**config.mk**
```make
export PLATFORM = sky130hd
export DESIGN_NAME = pix_buff_wr_sched_flat
export DESIGN_NICKNAME = d
export VERILOG_FILES = /design/src/rtl/pix_buff_wr_sched_if.sv /design/src/rtl/pix_buff_wr_sched.sv /design/src/flat_wrapper.sv
export SDC_FILE = /design/constraint.sdc
export NUM_CORES = 1
export LEC_CHECK = 0
export ABC_AREA = 1
export BUFFER_PORTS_ARGS = -buffer_cell sky130_fd_sc_hd__buf_2
export CAP_MARGIN = 20
export CORE_ASPECT_RATIO = 1.75
export CORE_MARGIN = 2
export CORE_UTILIZATION = 50
export CTS_CLUSTER_DIAMETER = 80
export DETAILED_ROUTE_END_ITERATION = 10
export GPL_TIMING_DRIVEN = 0
export PLACE_DENSITY = 0.71
export REMOVE_ABC_BUFFERS = 1
export SYNTH_ARGS = -nofsm -noshare
export SYNTH_HDL_FRONTEND = slang
export SYNTH_SLANG_ARGS = --single-unit
export TNS_END_PERCENT = 10
```
**constraint.sdc**
```tcl
create_clock -name clk -period 2.7 [get_ports clk]
set_input_delay 0.81 -clock clk [delete_from_list [all_inputs] [get_ports clk]]
set_output_delay 0.81 -clock clk [all_outputs]
set_load 0.01 [all_outputs]
```
**src/rtl/pix_buff_wr_sched_if.sv**
```systemverilog
// Bundle of requester pixel streams and FIFO write port for the pixel
// prefetch write scheduler; slave is the scheduler, master is its environment.
interface pix_buff_wr_sched_if #(
  parameter int N_REQ        = 2,
  parameter int PIX_W        = 24,
  parameter int PIX_PER_WORD = 10,
  parameter int DATA_W       = PIX_W * PIX_PER_WORD
);
  localparam int GID_W = (N_REQ > 1) ? $clog2(N_REQ) : 1;

  logic [N_REQ-1:0]       req_valid;
  logic [N_REQ*PIX_W-1:0] req_data;
  logic [N_REQ-1:0]       req_last;
  logic [N_REQ-1:0]       req_ready;
  logic [GID_W-1:0]       grant_id;
  logic                   busy;
  logic                   fifo_wr_en;
  logic [DATA_W-1:0]      fifo_wr_data;
  logic                   fifo_wr_vld;

  modport slave (
    input  req_valid, req_data, req_last, fifo_wr_vld,
    output req_ready, grant_id, busy, fifo_wr_en, fifo_wr_data
  );

  modport master (
    output req_valid, req_data, req_last, fifo_wr_vld,
    input  req_ready, grant_id, busy, fifo_wr_en, fifo_wr_data
  );
endinterface

```
**src/rtl/pix_buff_wr_sched.sv**
```systemverilog
// Round-robin, one-line-per-grant write scheduler: packs requester pixels into
// FIFO words and pushes them through a single output register.
module pix_buff_wr_sched #(
  parameter int N_REQ        = 2,
  parameter int PIX_W        = 24,
  parameter int PIX_PER_WORD = 10,
  parameter int DATA_W       = PIX_W * PIX_PER_WORD
) (
  input  logic                clk,
  input  logic                rst_n,
  pix_buff_wr_sched_if.slave  bus
);
  localparam int GID_W = (N_REQ > 1) ? $clog2(N_REQ) : 1;
  localparam int CNT_W = (PIX_PER_WORD > 1) ? $clog2(PIX_PER_WORD) : 1;

  localparam logic [1:0] IDLE  = 2'd0;
  localparam logic [1:0] XFER  = 2'd1;
  localparam logic [1:0] DRAIN = 2'd2;

  logic [1:0]        state;
  logic [GID_W-1:0]  rr_ptr;
  logic [GID_W-1:0]  grant_id;
  logic [GID_W-1:0]  rr_sel;
  logic [GID_W-1:0]  rr_idx;
  logic              rr_hit;
  logic [CNT_W-1:0]  pix_cnt;
  logic [DATA_W-1:0] pack_reg;
  logic [DATA_W-1:0] out_reg;
  logic [DATA_W-1:0] word_next;
  logic              out_full;
  logic              cur_valid;
  logic              cur_last;
  logic [PIX_W-1:0]  cur_data;
  logic              can_load;
  logic              accept;
  logic              close_word;
  logic              drain;

  // Scan from the highest offset down so the requester closest to rr_ptr wins
  always_comb begin
    rr_sel = rr_ptr;
    rr_idx = rr_ptr;
    rr_hit = 1'b0;
    for (int i = N_REQ - 1; i >= 0; i--) begin
      rr_idx = GID_W'((int'(rr_ptr) + i) % N_REQ);
      if (bus.req_valid[rr_idx]) begin
        rr_sel = rr_idx;
        rr_hit = 1'b1;
      end
    end
  end

  assign cur_valid  = bus.req_valid[grant_id];
  assign cur_last   = bus.req_last[grant_id];
  assign cur_data   = bus.req_data[grant_id*PIX_W +: PIX_W];
  assign can_load   = !out_full || bus.fifo_wr_vld;
  assign accept     = (state == XFER) && cur_valid && can_load;
  assign close_word = accept && (cur_last || (pix_cnt == CNT_W'(PIX_PER_WORD - 1)));
  assign drain      = out_full && bus.fifo_wr_vld;

  always_comb begin
    word_next = pack_reg;
    for (int k = 0; k < PIX_PER_WORD; k++) begin
      if (pix_cnt == CNT_W'(k)) word_next[k*PIX_W +: PIX_W] = cur_data;
    end
  end

  // Handshakes are masked during reset so nothing moves on the reset edge
  always_comb begin
    bus.req_ready = '0;
    if (rst_n && (state == XFER)) bus.req_ready[grant_id] = can_load;
  end

  assign bus.grant_id     = grant_id;
  assign bus.busy         = (state != IDLE);
  assign bus.fifo_wr_en   = rst_n && drain;
  assign bus.fifo_wr_data = out_reg;

  always_ff @(posedge clk) begin
    if (!rst_n) begin
      state    <= IDLE;
      rr_ptr   <= '0;
      grant_id <= '0;
      pix_cnt  <= '0;
      pack_reg <= '0;
      out_reg  <= '0;
      out_full <= 1'b0;
    end else begin
      case (state)
        IDLE: begin
          if (rr_hit) begin
            grant_id <= rr_sel;
            state    <= XFER;
          end
        end
        XFER: begin
          if (accept && cur_last) state <= DRAIN;
        end
        DRAIN: begin
          if (!out_full || drain) begin
            rr_ptr <= GID_W'((int'(grant_id) + 1) % N_REQ);
            state  <= IDLE;
          end
        end
        default: state <= IDLE;
      endcase

      if (accept) begin
        if (close_word) begin
          out_reg  <= word_next;
          pack_reg <= '0;
          pix_cnt  <= '0;
        end else begin
          pack_reg <= word_next;
          pix_cnt  <= pix_cnt + 1'b1;
        end
      end

      // A load in the same cycle as a drain keeps the register full
      if (close_word)  out_full <= 1'b1;
      else if (drain)  out_full <= 1'b0;
    end
  end
endmodule

```
**src/flat_wrapper.sv**
```systemverilog
// flat-port wrapper written by rule: the top's interface ports become plain ports
module pix_buff_wr_sched_flat 
#(
  parameter int N_REQ        = 2,
  parameter int PIX_W        = 24,
  parameter int PIX_PER_WORD = 10,
  parameter int DATA_W       = PIX_W * PIX_PER_WORD
)
  (clk, rst_n, bus_req_valid, bus_req_data, bus_req_last, bus_fifo_wr_vld, bus_req_ready, bus_grant_id, bus_busy, bus_fifo_wr_en, bus_fifo_wr_data);
  pix_buff_wr_sched_if #(.N_REQ(N_REQ), .PIX_W(PIX_W), .PIX_PER_WORD(PIX_PER_WORD), .DATA_W(DATA_W)) bus_i ();
  input  logic clk;
  input  logic rst_n;
  input wire logic [$bits(bus_i.req_valid)-1:0] bus_req_valid;
  input wire logic [$bits(bus_i.req_data)-1:0] bus_req_data;
  input wire logic [$bits(bus_i.req_last)-1:0] bus_req_last;
  input wire logic [$bits(bus_i.fifo_wr_vld)-1:0] bus_fifo_wr_vld;
  output wire logic [$bits(bus_i.req_ready)-1:0] bus_req_ready;
  output wire logic [$bits(bus_i.grant_id)-1:0] bus_grant_id;
  output wire logic [$bits(bus_i.busy)-1:0] bus_busy;
  output wire logic [$bits(bus_i.fifo_wr_en)-1:0] bus_fifo_wr_en;
  output wire logic [$bits(bus_i.fifo_wr_data)-1:0] bus_fifo_wr_data;
  assign bus_i.req_valid = bus_req_valid;
  assign bus_i.req_data = bus_req_data;
  assign bus_i.req_last = bus_req_last;
  assign bus_i.fifo_wr_vld = bus_fifo_wr_vld;
  assign bus_req_ready = bus_i.req_ready;
  assign bus_grant_id = bus_i.grant_id;
  assign bus_busy = bus_i.busy;
  assign bus_fifo_wr_en = bus_i.fifo_wr_en;
  assign bus_fifo_wr_data = bus_i.fifo_wr_data;
  pix_buff_wr_sched #(.N_REQ(N_REQ), .PIX_W(PIX_W), .PIX_PER_WORD(PIX_PER_WORD), .DATA_W(DATA_W)) u_core (.clk(clk), .rst_n(rst_n), .bus(bus_i));
endmodule
```
==> out/qor.csv <==
stage;metric;value;unit
cts;clock_sinks;489;
timing;setup_viol;2;
timing;max_freq;365;MHz
cts;cts_tree;yes;
timing;finalCritPeriodShare;1.01;
run_status;status;finished, violations left;
timing;final.setup.worst_slack;-0.0396;ns
floorplan;start_util;0.505;
floorplan;io_pins;300;
cts;cts-buffers-inserted;44;
timing;hold_viol;0;
global_routing;grt-busiest-layer;met2;
floorplan;dieArea;0.0455;mm^2
logic_synthesis;ys_ff_latch;489;
logic_synthesis;synth-main-ff-cell;dfxtp_1;
global_routing;use_met1;0.362;
floorplan;chipWidth;162;um
cts;clk_pin_slew;0.07;ns
finish;area_growth;16.0;%
placed_design;place_congestion;0.796;
logic_synthesis;ys_seq_area_frac;0.447;
finish;final_cells;4273;
logic_synthesis;syn_avg_cell_area;6.26;um^2
finish;drive_gt1_frac;0.118;
logic_synthesis;netlist_area;0.0219;mm^2
global_routing;overflow;0;
finish;fillers;4302;
global_routing;grt_max_degree;140;
placed_design;dp.cells;4173;
placed_design;pre_cts_slack;-1.61;ns
placed_design;hpwl;36700;um
routing;wl;70000;um
critical_path;slowest_stage;buf_16;
timing;fin_crit;2.74;ns
logic_synthesis;synth-edff-count;0;
logic_synthesis;synth-async-reset-ratio;0;
critical_path;path_buf_inv;5;
finish;nets;3737;
finish;seq_area;0.00980;mm^2
routing;vias_per_cell;4.99;
global_routing;use_met3;0.0303;
timing;finalMaxSlewViolations;0;
cts;postCtsHoldBufs;0;
flow_run;max_cap_violations;0;
floorplan;fp-row-count;101;
critical_path;end_kind;output port;
pwr;p_leak;13.3;nW
routing;route.detailed.drc;0;
global_routing;grt_pass1_wl;107000;um
cts;htreeDepth;2;
critical_path;worstPathCellList;buf_16, buf_16, clkinv_16, buf_16, nor3_1, buf_2;
pwr;vdd.ir_drop.worst;445;uV
worst_hold_path;hold_class;reg -> reg;
cts;clk_latency;0.57;ns
logic_synthesis;synth_cell_types;24;
global_routing;grt_pass1_vias;19200;
timing;worst_pin_slew;1.11;ns
routing;post_drt_wl_per_cell;16.4;um
finish;multiInputGateArea;0.0101;mm^2
logic_synthesis;synth_warnings;0;
critical_path;crit_top_cell;buf_16;
global_routing;grt.total_usage;0.299;
floorplan;die_h;281;um
pwr;p_per_area;635;mW/mm^2
timing;fin_skew;0.0143;ns
critical_path;criticalPathCategory;in -> out;
placed_design;portBuffers;299;
run_status;violations;setup timing;
finish;diodes;0;
global_routing;use_met2;0.521;
routing;initialDrtViolationCount;2022;
routing;antenna_left;0;
routing;via_count;21300;
critical_path;critPathMaxStageDelay;0.22;ns
critical_path;critical_path.startpoint_type;input port;
cts;clockBufferDepth;3;
global_routing;antenna_found_initial;0;
timing;maxSlewHeadroom;0.257;
logic_synthesis;synthCells;3500;
timing;rsz0062_at_grt;true;
critical_path;cp_data_required_time;1.89;ns
critical_path;cp_top_family;buffers and inverters;
critical_path;critPathArrivalTime;1.93;ns
critical_path;critPathMaxFanout;51;
floorplan;core;0.0433;mm^2
cts;clockRootBuffer;clkbuf_16;
routing;dr.pass1.iters;6;
final timing paths:
kind         slack (ns)                                         to                      startpoint  cells past startpoint
min reg2reg        0.46                 u_core.rr_ptr$_SDFFE_PN0P_      u_core.rr_ptr$_SDFFE_PN0P_                      2
max               -0.04                           bus_req_ready[0]                           rst_n                      6
min                0.46                 u_core.rr_ptr$_SDFFE_PN0P_      u_core.rr_ptr$_SDFFE_PN0P_                      2
max reg2reg        0.10  u_core.bus.fifo_wr_data[160]$_SDFFE_PN0P_  u_core.pix_cnt[0]$_SDFFE_PN0P_                      8
cell usage after synthesis, types with 3 or more instances:
master	number	share of area
nand2_1	1771	0.30
nor2_1	492	0.084
dfxtp_1	489	0.45
inv_1	263	0.045
a21oi_1	247	0.056
clkbuf_1	99	0.017
buf_2	39	0.0089
buf_4	39	0.013
buf_6	26	0.013
nand3_1	10	0.0023
ha_1	4	0.0023
nor3_1	3	0.00069
o21ai_0	3	0.00069
report_power, final:
| group | leakage, nW | internal, W | switching [W] |
|---|---|---|---|
| registers | 3.96 | 0.00746 | 0.000154 |
| clock network | 0.712 | 0.00365 | 0.00282 |
| logic | 8.62 | 0.000594 | 0.00146 |
| total | 13.3 | 0.0117 | 0.00443 |
layer usage:
metal | vias to the layer above | wire length (um)
met5 | - | 0
met1 | 9639 | 28000
met2 | 746 | 33600
met4 | 0 | 3920
met3 | 182 | 4460
li1 | 10800 | -
area by class of cell:
cell class | instances | share of cell area
clock buffers | 65 | 0.0516
well taps | 566 | 0.0279
clock inverters | 10 | 0.00547
repair inverters | 8 | 0.00237
flip-flops and latches | 489 | 0.386
multi-input cells | 2545 | 0.399
repair buffers | 324 | 0.0859
inverters | 266 | 0.0419
worst reg2reg max path, delay by kind of cell, from the launching register on:
family	cells	cell delay, ns
adders and majority gates	1	0.28
DFF	1	0.43
and+or+nand+nor	5	1.22
buffers and inverters	2	0.57
cells in the final DEF (no fill, tap or decap), types with 2 or more instances in the layout:
cell type and instances:
dfxtp_1 486, nand2_8 3, clkbuf_8 11, inv_1 254
clkbuf_1 9, a21oi_1 247, clkinvlp_4 18, nand3b_1 2
nor2_4 2, nand2_4 5, dfxtp_2 2, buf_12 4
clkbuf_16 45, o21ai_0 3, nand3_1 5, clkinv_2 3
buf_4 2, buf_16 11, bufinv_16 3, nand2_2 4
inv_6 4, nor2_1 490, nand3_2 5, buf_2 298
nand2_1 1766, bufbuf_16 9, ha_1 3
stage by stage:
stage          hold WS (ns)  instance area [um^2]  power, W  setup TNS, ns   util
4_1_cts               0.454                 25300    0.0162          -6.58  0.584
6_report              0.460                 25400    0.0161        -0.0587  0.586
2_1_floorplan         0.423                 20700   0.00893       -1297.62      -
3_3_place_gp          0.437                 22900   0.00989       -3955.82  0.529
5_1_grt               0.477                 25400    0.0166         -0.196  0.586
3_5_place_dp          0.447                 23300   0.00965        -259.88  0.538
cells by family (layout without fill, tap and decap cells):
family	count (synthesis)	after routing	synth area share
and+or+nand+nor	2284	2289	0.394
adders and majority gates	4	4	0.00229
DFF	489	489	0.447
buffers and inverters	471	673	0.0986
AOI/OAI and AO/OA	252	252	0.0577
timing repair:
action / CTS / global route
endpoints found under the setup margin: 443 / 291
cloned: 20 / 3
setup buffers: 2 / 0
pin swaps: 3 / 1
resized for setup: 32 / 19
(Power assumes the default switching activity.)
